File: config.mk
export PLATFORM = sky130hd
export DESIGN_NAME = mem_arbiter_flat
export DESIGN_NICKNAME = d
export VERILOG_FILES = /design/src/rtl/mem_arbiter_pkg.sv /design/src/rtl/mem_arbiter_if.sv /design/src/rtl/mem_arbiter_grant.sv /design/src/rtl/mem_arbiter.sv /design/src/flat_wrapper.sv
export SDC_FILE = /design/constraint.sdc
export NUM_CORES = 1
export LEC_CHECK = 0
export ABC_AREA = 1
export BUFFER_PORTS_ARGS = -buffer_cell sky130_fd_sc_hd__buf_2
export CORE_ASPECT_RATIO = 0.9
export CORE_MARGIN = 3
export CORE_UTILIZATION = 30
export DETAILED_ROUTE_END_ITERATION = 16
export PLACE_DENSITY = 0.65
export SYNTH_ARGS = -nofsm -noshare
export SYNTH_HDL_FRONTEND = slang
export SYNTH_SLANG_ARGS = --single-unit
File: constraint.sdc
create_clock -name clk -period 5.6 [get_ports clk]
set_input_delay 0.84 -clock clk [delete_from_list [all_inputs] [get_ports clk]]
set_output_delay 0.84 -clock clk [all_outputs]
set_load 0.02 [all_outputs]
File: src/rtl/mem_arbiter_pkg.sv
// Shared types for mem_arbiter: FSM states, requester ids and the latched request.
package mem_arbiter_pkg;

    typedef logic [31:0] addr_t;
    typedef logic [31:0] data_t;

    typedef enum logic [1:0] {
        ST_IDLE,
        ST_ACCESS,
        ST_DATA
    } state_t;

    typedef enum logic {
        REQ_CORE = 1'b0,
        REQ_DBG  = 1'b1
    } req_id_t;

    typedef struct packed {
        addr_t      addr;
        data_t      wdata;
        logic [3:0] wstrb;
    } mem_req_t;

endpackage

File: src/rtl/mem_arbiter_if.sv
// Bundle of the core/debug request-response ports and the memory_map port.
interface mem_arbiter_if;
    import mem_arbiter_pkg::*;

    logic       core_req_valid;
    logic       core_req_ready;
    addr_t      core_addr;
    data_t      core_wdata;
    logic [3:0] core_wstrb;
    logic       core_rsp_valid;
    data_t      core_rdata;

    logic       dbg_req_valid;
    logic       dbg_req_ready;
    addr_t      dbg_addr;
    data_t      dbg_wdata;
    logic [3:0] dbg_wstrb;
    logic       dbg_rsp_valid;
    data_t      dbg_rdata;

    addr_t      mem_address;
    data_t      mem_write_data;
    logic [3:0] mem_write_enable;
    data_t      mem_read_data;

    modport slave (
        input  core_req_valid, core_addr, core_wdata, core_wstrb,
        output core_req_ready, core_rsp_valid, core_rdata,
        input  dbg_req_valid, dbg_addr, dbg_wdata, dbg_wstrb,
        output dbg_req_ready, dbg_rsp_valid, dbg_rdata,
        output mem_address, mem_write_data, mem_write_enable,
        input  mem_read_data
    );

    modport master (
        output core_req_valid, core_addr, core_wdata, core_wstrb,
        input  core_req_ready, core_rsp_valid, core_rdata,
        output dbg_req_valid, dbg_addr, dbg_wdata, dbg_wstrb,
        input  dbg_req_ready, dbg_rsp_valid, dbg_rdata,
        input  mem_address, mem_write_data, mem_write_enable,
        output mem_read_data
    );

endinterface

File: src/rtl/mem_arbiter_grant.sv
// Grant logic for the two requesters (bit 0 core, bit 1 debug).
// MEM_ARBITER_ROUND_ROBIN_EN selects round-robin with a last-grant register; default is fixed priority.
module mem_arbiter_grant
    import mem_arbiter_pkg::*;
(
`ifdef MEM_ARBITER_ROUND_ROBIN_EN
    input  logic       clk,
    input  logic       reset,
`endif
    input  logic       slot,
    input  logic [1:0] valid,
    output logic [1:0] grant
);

`ifdef MEM_ARBITER_ROUND_ROBIN_EN
    req_id_t last_grant;

    always_ff @(posedge clk or posedge reset) begin
        if (reset)
            last_grant <= REQ_DBG;
        else if (|grant)
            last_grant <= grant[1] ? REQ_DBG : REQ_CORE;
    end

    // On contention hand the slot to whoever was not served last
    always_comb begin
        grant = 2'b00;
        if (slot) begin
            if (valid == 2'b11)
                grant = (last_grant == REQ_CORE) ? 2'b10 : 2'b01;
            else
                grant = valid;
        end
    end
`else
    always_comb begin
        grant = 2'b00;
        if (slot) begin
            if (valid[0])
                grant = 2'b01;
            else if (valid[1])
                grant = 2'b10;
        end
    end
`endif

endmodule

File: src/rtl/mem_arbiter.sv
// Shares the single memory_map port between core and debug, one access at a time,
// with a fixed accept->response latency of 2. MEM_ARBITER_ROUND_ROBIN_EN enables round-robin grant.
module mem_arbiter
    import mem_arbiter_pkg::*;
#(
    parameter int REQ_N = 2
) (
    input  logic         clk,
    input  logic         reset,
    mem_arbiter_if.slave bus
);

    state_t           state, state_nxt;
    mem_req_t         req_q, req_in;
    req_id_t          owner;
    logic [REQ_N-1:0] valid, grant;
    logic             slot, accept;
    logic [3:0]       we;
    logic             core_rsp, dbg_rsp;
    data_t            rdata;

    assign valid = {bus.dbg_req_valid, bus.core_req_valid};
    // Reset is folded in so no ready can leak out while the FSM is held
    assign slot  = !reset && (state == ST_IDLE || state == ST_DATA);

    mem_arbiter_grant u_grant (
`ifdef MEM_ARBITER_ROUND_ROBIN_EN
        .clk   (clk),
        .reset (reset),
`endif
        .slot  (slot),
        .valid (valid),
        .grant (grant)
    );

    assign accept             = |grant;
    assign bus.core_req_ready = grant[0];
    assign bus.dbg_req_ready  = grant[1];

    always_comb begin
        if (grant[1])
            req_in = '{addr: bus.dbg_addr, wdata: bus.dbg_wdata, wstrb: bus.dbg_wstrb};
        else
            req_in = '{addr: bus.core_addr, wdata: bus.core_wdata, wstrb: bus.core_wstrb};
    end

    always_ff @(posedge clk or posedge reset) begin
        if (reset) begin
            state <= ST_IDLE;
            req_q <= '0;
            owner <= REQ_CORE;
        end else begin
            state <= state_nxt;
            if (accept) begin
                req_q <= req_in;
                owner <= grant[1] ? REQ_DBG : REQ_CORE;
            end
        end
    end

    // DATA keeps the address stable so the registered read lands on the right word
    always_comb begin
        state_nxt = state;
        we        = 4'h0;
        core_rsp  = 1'b0;
        dbg_rsp   = 1'b0;
        rdata     = '0;
        case (state)
            ST_IDLE: begin
                if (accept)
                    state_nxt = ST_ACCESS;
            end
            ST_ACCESS: begin
                state_nxt = ST_DATA;
                we        = req_q.wstrb;
            end
            ST_DATA: begin
                state_nxt = accept ? ST_ACCESS : ST_IDLE;
                core_rsp  = (owner == REQ_CORE);
                dbg_rsp   = (owner == REQ_DBG);
                rdata     = (req_q.wstrb == 4'h0) ? bus.mem_read_data : '0;
            end
            default: state_nxt = ST_IDLE;
        endcase
    end

    assign bus.mem_address      = req_q.addr;
    assign bus.mem_write_data   = req_q.wdata;
    assign bus.mem_write_enable = we;
    assign bus.core_rsp_valid   = core_rsp;
    assign bus.dbg_rsp_valid    = dbg_rsp;
    assign bus.core_rdata       = core_rsp ? rdata : '0;
    assign bus.dbg_rdata        = dbg_rsp  ? rdata : '0;

endmodule
File: src/flat_wrapper.sv
// flat-port wrapper written by rule: the top's interface ports become plain ports
module mem_arbiter_flat import mem_arbiter_pkg::*;
#(
    parameter int REQ_N = 2
)
  (clk, reset, bus_core_req_valid, bus_core_addr, bus_core_wdata, bus_core_wstrb, bus_core_req_ready, bus_core_rsp_valid, bus_core_rdata, bus_dbg_req_valid, bus_dbg_addr, bus_dbg_wdata, bus_dbg_wstrb, bus_dbg_req_ready, bus_dbg_rsp_valid, bus_dbg_rdata, bus_mem_address, bus_mem_write_data, bus_mem_write_enable, bus_mem_read_data);
  mem_arbiter_if bus_i ();
  input  logic clk;
  input  logic reset;
  input wire logic [$bits(bus_i.core_req_valid)-1:0] bus_core_req_valid;
  input wire logic [$bits(bus_i.core_addr)-1:0] bus_core_addr;
  input wire logic [$bits(bus_i.core_wdata)-1:0] bus_core_wdata;
  input wire logic [$bits(bus_i.core_wstrb)-1:0] bus_core_wstrb;
  output wire logic [$bits(bus_i.core_req_ready)-1:0] bus_core_req_ready;
  output wire logic [$bits(bus_i.core_rsp_valid)-1:0] bus_core_rsp_valid;
  output wire logic [$bits(bus_i.core_rdata)-1:0] bus_core_rdata;
  input wire logic [$bits(bus_i.dbg_req_valid)-1:0] bus_dbg_req_valid;
  input wire logic [$bits(bus_i.dbg_addr)-1:0] bus_dbg_addr;
  input wire logic [$bits(bus_i.dbg_wdata)-1:0] bus_dbg_wdata;
  input wire logic [$bits(bus_i.dbg_wstrb)-1:0] bus_dbg_wstrb;
  output wire logic [$bits(bus_i.dbg_req_ready)-1:0] bus_dbg_req_ready;
  output wire logic [$bits(bus_i.dbg_rsp_valid)-1:0] bus_dbg_rsp_valid;
  output wire logic [$bits(bus_i.dbg_rdata)-1:0] bus_dbg_rdata;
  output wire logic [$bits(bus_i.mem_address)-1:0] bus_mem_address;
  output wire logic [$bits(bus_i.mem_write_data)-1:0] bus_mem_write_data;
  output wire logic [$bits(bus_i.mem_write_enable)-1:0] bus_mem_write_enable;
  input wire logic [$bits(bus_i.mem_read_data)-1:0] bus_mem_read_data;
  assign bus_i.core_req_valid = bus_core_req_valid;
  assign bus_i.core_addr = bus_core_addr;
  assign bus_i.core_wdata = bus_core_wdata;
  assign bus_i.core_wstrb = bus_core_wstrb;
  assign bus_core_req_ready = bus_i.core_req_ready;
  assign bus_core_rsp_valid = bus_i.core_rsp_valid;
  assign bus_core_rdata = bus_i.core_rdata;
  assign bus_i.dbg_req_valid = bus_dbg_req_valid;
  assign bus_i.dbg_addr = bus_dbg_addr;
  assign bus_i.dbg_wdata = bus_dbg_wdata;
  assign bus_i.dbg_wstrb = bus_dbg_wstrb;
  assign bus_dbg_req_ready = bus_i.dbg_req_ready;
  assign bus_dbg_rsp_valid = bus_i.dbg_rsp_valid;
  assign bus_dbg_rdata = bus_i.dbg_rdata;
  assign bus_mem_address = bus_i.mem_address;
  assign bus_mem_write_data = bus_i.mem_write_data;
  assign bus_mem_write_enable = bus_i.mem_write_enable;
  assign bus_i.mem_read_data = bus_mem_read_data;
  mem_arbiter #(.REQ_N(REQ_N)) u_core (.clk(clk), .reset(reset), .bus(bus_i));
endmodule
# Word-level counts from Yosys, hierarchy flattened
# Cells that the tools add are included.
dict set report totals {
  register_bits 71
  input_bits 172
  output_inout_bits 136
  elab_cells 30
}
dict set report classes {
  n_eq_ne 3
  muxes 15
  bitwise 1
  n_reduce_logical 6
}
# operator count
set op_table {}
lappend op_table {{32-bit two-way mux} 4}
lappend op_table {{68-bit two-way mux} 1}
lappend op_table {{2-bit two-way mux} 4}
lappend op_table {{2-bit case mux with 3 select lines} 1}
lappend op_table {{4-bit logical NOT} 1}
lappend op_table {{1-bit two-way mux} 4}
lappend op_table {{4-bit two-way mux} 1}
lappend op_table {{2-bit by 1-bit equality test with 1-bit output (second input constant)} 1}
lappend op_table {{2-bit equality test (second input constant)} 1}
lappend op_table {{2-bit logical NOT} 1}
lappend op_table {{2-bit by 1-bit != test with 1-bit output (second input constant)} 1}
lappend op_table {{2-bit OR reduction} 1}
lappend op_table {{1-bit logical AND} 1}
lappend op_table {{1-bit logical NOT} 1}
lappend op_table {{1-bit logical OR} 1}
lappend op_table {{1-bit inverter} 1}

# Depth between registers and ports, before layout
# Gate-level depths: netlist of the first run.
dict set report depth {
  depth_word 7
  depth_mapped 7
  ltp_nobuf 6
}

# Modules after synthesis
# From an unflattened synthesis of the first run, not the netlist that was laid out.
dict set report hier_totals {
  hier_cells 574
  area_unflattened_um2 4171.5
}
# module instances cells_each area_per_inst_um2 seq_area_each_um2
set modules_own_cells {}
lappend modules_own_cells {mem_arbiter 1 570 4154.0 1776.7}
lappend modules_own_cells {mem_arbiter_grant 1 4 17.5 0.0}

# Least setup slack after synthesis of the first run
# Ideal clock, no wire load.
dict set report synth_timing {
  path_type {in2out}
  from {input port bus_dbg_req_valid}
  to {output port bus_dbg_req_ready}
  t_arrival_ns 1.484
  required_time_ns 4.760
  slack_ns 3.276
  cell_stages 5
  n_path_buf 1
  path_cell_list {inv_1 -> nor2_2 -> nand2_1 -> buf_2 -> inv_1}
}
dict set report synth_between {
  elab_chain_cells 3
}
# element line_no
set synth_rtl {}
lappend synth_rtl {{start: declaration} flat_wrapper.sv:17} ;# input wire logic [$bits(bus_i.dbg_req_valid)-1:0] bus_dbg_req_valid;
lappend synth_rtl {{2-bit two-way mux} mem_arbiter_grant.sv:41} ;# else if (valid[1])
lappend synth_rtl {{2-bit two-way mux} mem_arbiter_grant.sv:39} ;# if (valid[0])
lappend synth_rtl {{2-bit two-way mux} mem_arbiter_grant.sv:38} ;# if (slot) begin
lappend synth_rtl {{end: declaration} flat_wrapper.sv:21} ;# output wire logic [$bits(bus_i.dbg_req_ready)-1:0] bus_dbg_req_ready;
# No other way between the ends.

# Worst setup path after layout of the first run
# Same ends and word-level chain as after synthesis.

==> metrics, run 1 <==
status completed; Reg2Reg Setup Slack 2900 ps; drt pass-1 iters 4; CTS tree done; area fraction of the dominant cell type after synthesis a little over a third; initial antenna violation count 3; Area growth syn-to-layout 30.5%; slowest cell delay on critical path about 650 ps; Synth Instances roughly 800; Synth async-reset ratio between 90% and 100%; Post-Syn Nets approximately 950; syn avg cell area 6.38 µm²; #FFs+latches synth 71; Final nets 1167; Reg clk slew, reported paths about 60 ps; core area between 15000 and 20000 µm²; Placement Rows 44; Horiz. Die Dim 142 µm; top post-synthesis cells by area dfrtp_1, nand2_1, nand3_1, inv_1, buf_4; CTS sink cnt between 70 and 80; PortBufs 307; Routed Antenna Nets 0; largest net degree at the start of global routing 72; reg2reg end u_core.bus.mem_address[7]; LEAKAGE 4.30 nW; via count ~5300; IO Count between 300 and 400; Post-CTS Setup Bufs 0; TNS Setup 0 ps; Buf/Inv on CP 5; RD Place Congestion slightly below 0.8; # DRC 0; RSZ-0062 raised after global routing no; Worst R2R Start u_core.state[0]; final wirelength ~16 mm; Die Ht between 100 and 150 µm; Final setup viols 0; Mapped Area 4990 µm²; cell count along the critical path 7; cell breakdown of the critical path buf_2 > inv_1 > nor2_4 > buf_4 > nand2_2 > inv_1 > buf_2; Final min period 3570 ps; fin util 40.2%; CTS Buffer Depth 2; maximum vdd drop ~0.14 mV; max-cap violations 0; Synth area leader dfrtp_1; YS warnings 0; final hold vios 0; Worst Hold Margin approximately 470 ps; Worst slew margin about 20%; Post-DP Area around 6200 µm²; first-pass GRT wire length roughly 25 mm; CP Capture Type primary output; Clock Latency Late Sink about 330 ps; Synth cell types 17; aggregate global routing overflow 0; CP Max Fanout just under 70; die area between 15000 and 20000 µm²; Root Driver clkbuf_16; WP data required approximately 4800 ps; hold path cells 2; Seq/Total Area, Yosys between 30% and 40%; EDFF count, synth 0; max frequency between 200 and 300 MHz; CP Launch Type input port; Final Cell Area about 6500 µm²; vias per inst approximately 4.4; Resize count post-CTS 0; count leader, synth nand2_1; DR iter-0 viols 243; commonest cells in the synthesized netlist nand2_1, inv_1, nand3_1; part of the cycle the worst path needs 63.7%; worst reg-to-reg path cell count 6; CP top delay family buffers and inverters; number of global-route vias before repair around 4800; Slowest-stage cell, CP nand2_2; Final Max Slew Viols 0; CP Launch Point bus_dbg_req_valid; H-tree depth 3; hold bufs inserted after CTS 0; Hold/Removal Path Class reg -> reg; ratio of cells with drive above 1 in the final layout between 30% and 40%; WP data arrival between 2000 and 3000 ps; DPL Wire Length ~12 mm; Num CTS Buffers 9; Total GRT Usage between 15 and 20%; DR WL/cell 13.1 µm; Worst Clk Skew between 4 and 5 ps; Starting Density a little under a third; Least-Margin Pin Slew around 1200 ps; ys flop type dfrtp_1; crit path to bus_dbg_req_ready; PwrDens ~280 nW/µm²; CP Class in -> out; Total Power ~1.8 mW
worst min-delay path by stage:
stage	start	to	slack [ps]
floorplan	u_core.req_q[0]	u_core.req_q[0]	450
global placement	u_core.bus.mem_write_data[4]	u_core.bus.mem_write_data[4]	460
detailed placement	u_core.bus.mem_write_data[16]	u_core.bus.mem_write_data[16]	460
CTS	u_core.bus.mem_address[28]	u_core.bus.mem_address[28]	480
global route	u_core.bus.mem_write_data[1]	u_core.bus.mem_write_data[1]	500
finish	u_core.bus.mem_write_data[22]	u_core.bus.mem_write_data[22]	470
where the power goes:
| group | internal [mW] | switching, mW |
|---|---|---|
| clock network | 0.427 | 0.220 |
| registers | 0.600 | 0.0476 |
| logic | 0.175 | 0.348 |
cells in the final DEF, fill, tap and decap left out:
cell and count:
inv_2 1, clkbuf_8 3, dfrtp_1 71, nand2_2 1
clkinvlp_4 1, o21ai_0 1, clkinv_4 1, clkbuf_16 9
nand3_1 136, nand4_1 1, inv_1 179, nor3b_1 1
nor3_1 64, bufinv_16 2, nor2_4 2, nor2_1 5
buf_4 6, o21ai_4 1, nand2_1 207, buf_2 307
clkinv_2 1, diode_2 2
cell type report:
cell class	count	area [µm²]
inverter	181	681
timing repair buffer	313	1580
sequential	71	1780
tap	207	259
clock inverter	4	76.3
multi-input combinational	419	1860
antenna	2	5.00
fill	1747	9680
clock buffer	12	267
registers in the layout, summed over array words and instances (netlist names):
register and count:
u_core.owner 1, u_core.bus.mem_address 32, u_core.bus.mem_write_data 32, u_core.req_q 4, u_core.state 2
routing by layer:
layer,up-vias,global-route usage [%],part of all wire (%)
met5,-,0,0.082
met1,2349,19.5,40
met4,2,6.09,1.7
met2,208,30.1,50
met3,18,3.88,7.9
li1,2706,-,-
logic make-up after synthesis:
family	after synthesis	share of synthesized area (%)
flops	71	35.6
compound gates	2	0.276
buf+inv	292	27.4
simple gates	417	36.7
stage by stage:
stage | worst slack, ps | std cells
after floorplan | 2960 | 782
after global placement | 2000 | 1191
after detailed placement | 2010 | 1191
after CTS | 1990 | 1207
after global routing | 1800 | 1209
final | 2030 | 1209
worst register-to-register path, stage by stage, from the launching register on:
cell	delay [ps]
dfrtp_1	460
nor2_4	700
nand2_2	670
buf_4	480
nand2_1	120
nand3_1	90
nand2_1	110
No activity file was read; power rests on OpenSTA's default activity.
==> run 2: changes to the inputs <==
==> constraint.sdc (replaced) <==
create_clock -name clk -period 3.5 [get_ports clk]
set_input_delay 0.525 -clock clk [delete_from_list [all_inputs] [get_ports clk]]
set_output_delay 0.525 -clock clk [all_outputs]
set_load 0.02 [all_outputs]
==> metrics, run 2 (synthesized netlist as in run 1, its figures left out) <==
Hold/Removal Path Class in -> async; area of the multi-input gates around 1900 µm²; dpl ws 1210 ps; Reg clk slew, reported paths approximately 60 ps; Final Max Slew Viols 0; Routed Antenna Nets 0; final wirelength 16.2 mm; IO Count 308; die area 18200 µm²; WP data required about 3000 ps; leading cell type in the layout, fill and taps excluded buf_2; RD Place Congestion between 0.8 and 0.9; hold bufs inserted after CTS 0; Die Ht 128 µm; first-pass GRT wire length 25.0 mm; vias per inst about 4.3; Clock Latency Late Sink between 300 and 400 ps; fin util approximately 40%; Reg2Reg Setup Slack about 1600 ps; Area growth syn-to-layout 30.2%; Least-Margin Pin Slew ~1000 ps; fillcell total roughly 1800; CTS sink cnt 71; Root Driver clkbuf_16; register area between 1500 and 2000 µm²; # DRC 0; RSZ-0062 raised after global routing no; CTS tree done; Starting Density a little under a third; Worst Clk Skew approximately 6.7 ps; CP Max Fanout 33; drt pass-1 iters 4; PwrDens about 430 nW/µm²; largest net degree at the start of global routing 69; PortBufs 307; initial antenna violation count 2; Post-CTS Setup Bufs 0; Final min period about 2700 ps; commonest cells after routing, fill and taps aside buf_2, nand2_1, inv_1; WP data arrival 2130 ps; Total GRT Usage between 10% and 20%; number of global-route vias before repair between 4000 and 5000; CTS Buffer Depth 2; Num CTS Buffers 9; Final setup viols 0; H-tree depth 3; aggregate global routing overflow 0; DR WL/cell between 10 and 15 µm; DPL Wire Length around 12 mm; Final nets roughly 1200; max frequency ~380 MHz; core area 16200 µm²; Resize count post-CTS 0; TNS Setup 0 ps; final hold vios 0; CP Capture Type primary output; max-cap violations 0; ratio of cells with drive above 1 in the final layout roughly a third; LEAKAGE roughly 4.3 nW; Placement Rows 44; CP Launch Type flip-flop; maximum vdd drop ~0.21 mV; status completed; part of the cycle the worst path needs around 76%; DR iter-0 viols between 200 and 250; Worst Hold Margin 422 ps; Horiz. Die Dim between 100 and 150 µm; Placed Cells 1194; CP Class reg -> out; Setup WS post-layout roughly 840 ps; post-route insts no fill 1212; Worst slew margin 32.2%; via count 5229
[run 2: where the power goes]
part	leakage, nW	total (mW)	switching [mW]	internal, mW
Clock	0.139	0.946	0.386	0.559
Combinational	3.27	0.844	0.562	0.282
Sequential	0.874	1.03	0.0733	0.960
Total	4.28	2.82	1.02	1.80
[run 2: layer usage]
layer	GRT usage, %	wire length (µm)	up-vias
met1	21.1	6750	2310
li1	-	-	2708
met5	0	0	-
met3	4.74	1210	17
met2	29.9	7960	194
met4	4.97	294	0
[run 2: cell type report]
class | instances | area share (%)
antenna | 2 | 0.0771
multi-input combinational | 419 | 28.7
clock inverter | 7 | 1.21
tap | 207 | 3.99
inverter | 181 | 10.5
timing repair buffer | 316 | 24.7
clock buffer | 9 | 3.47
sequential | 71 | 27.4
[run 2: worst max-delay path, stage by stage (launching register included)]
cell,delay (ps)
dfrtp_1,430
nor2_1,160
nand2_1,580
nor3_1,400
buf_2,220
[run 2: final timing paths]
path,endpoint,cells after the start,from
worst min register to register,u_core.bus.mem_write_data[28],2,u_core.bus.mem_write_data[28]
worst min-delay path,u_core.bus.mem_write_data[0],2,reset
worst max register to register,u_core.bus.mem_address[31],6,u_core.state[0]
min in group clk,u_core.bus.mem_write_data[28],2,u_core.bus.mem_write_data[28]
worst max-delay path,bus_core_rdata[7],4,u_core.state[0]
max in group asynchronous,u_core.bus.mem_write_data[25],3,reset
[run 2: metrics by stage]
stage	instance area, µm²	total power [mW]
5_1_grt	6490	3.01
3_3_place_gp	6180	1.89
6_report	6490	2.82
4_1_cts	6480	2.87
2_1_floorplan	4990	1.74
3_5_place_dp	6180	1.90
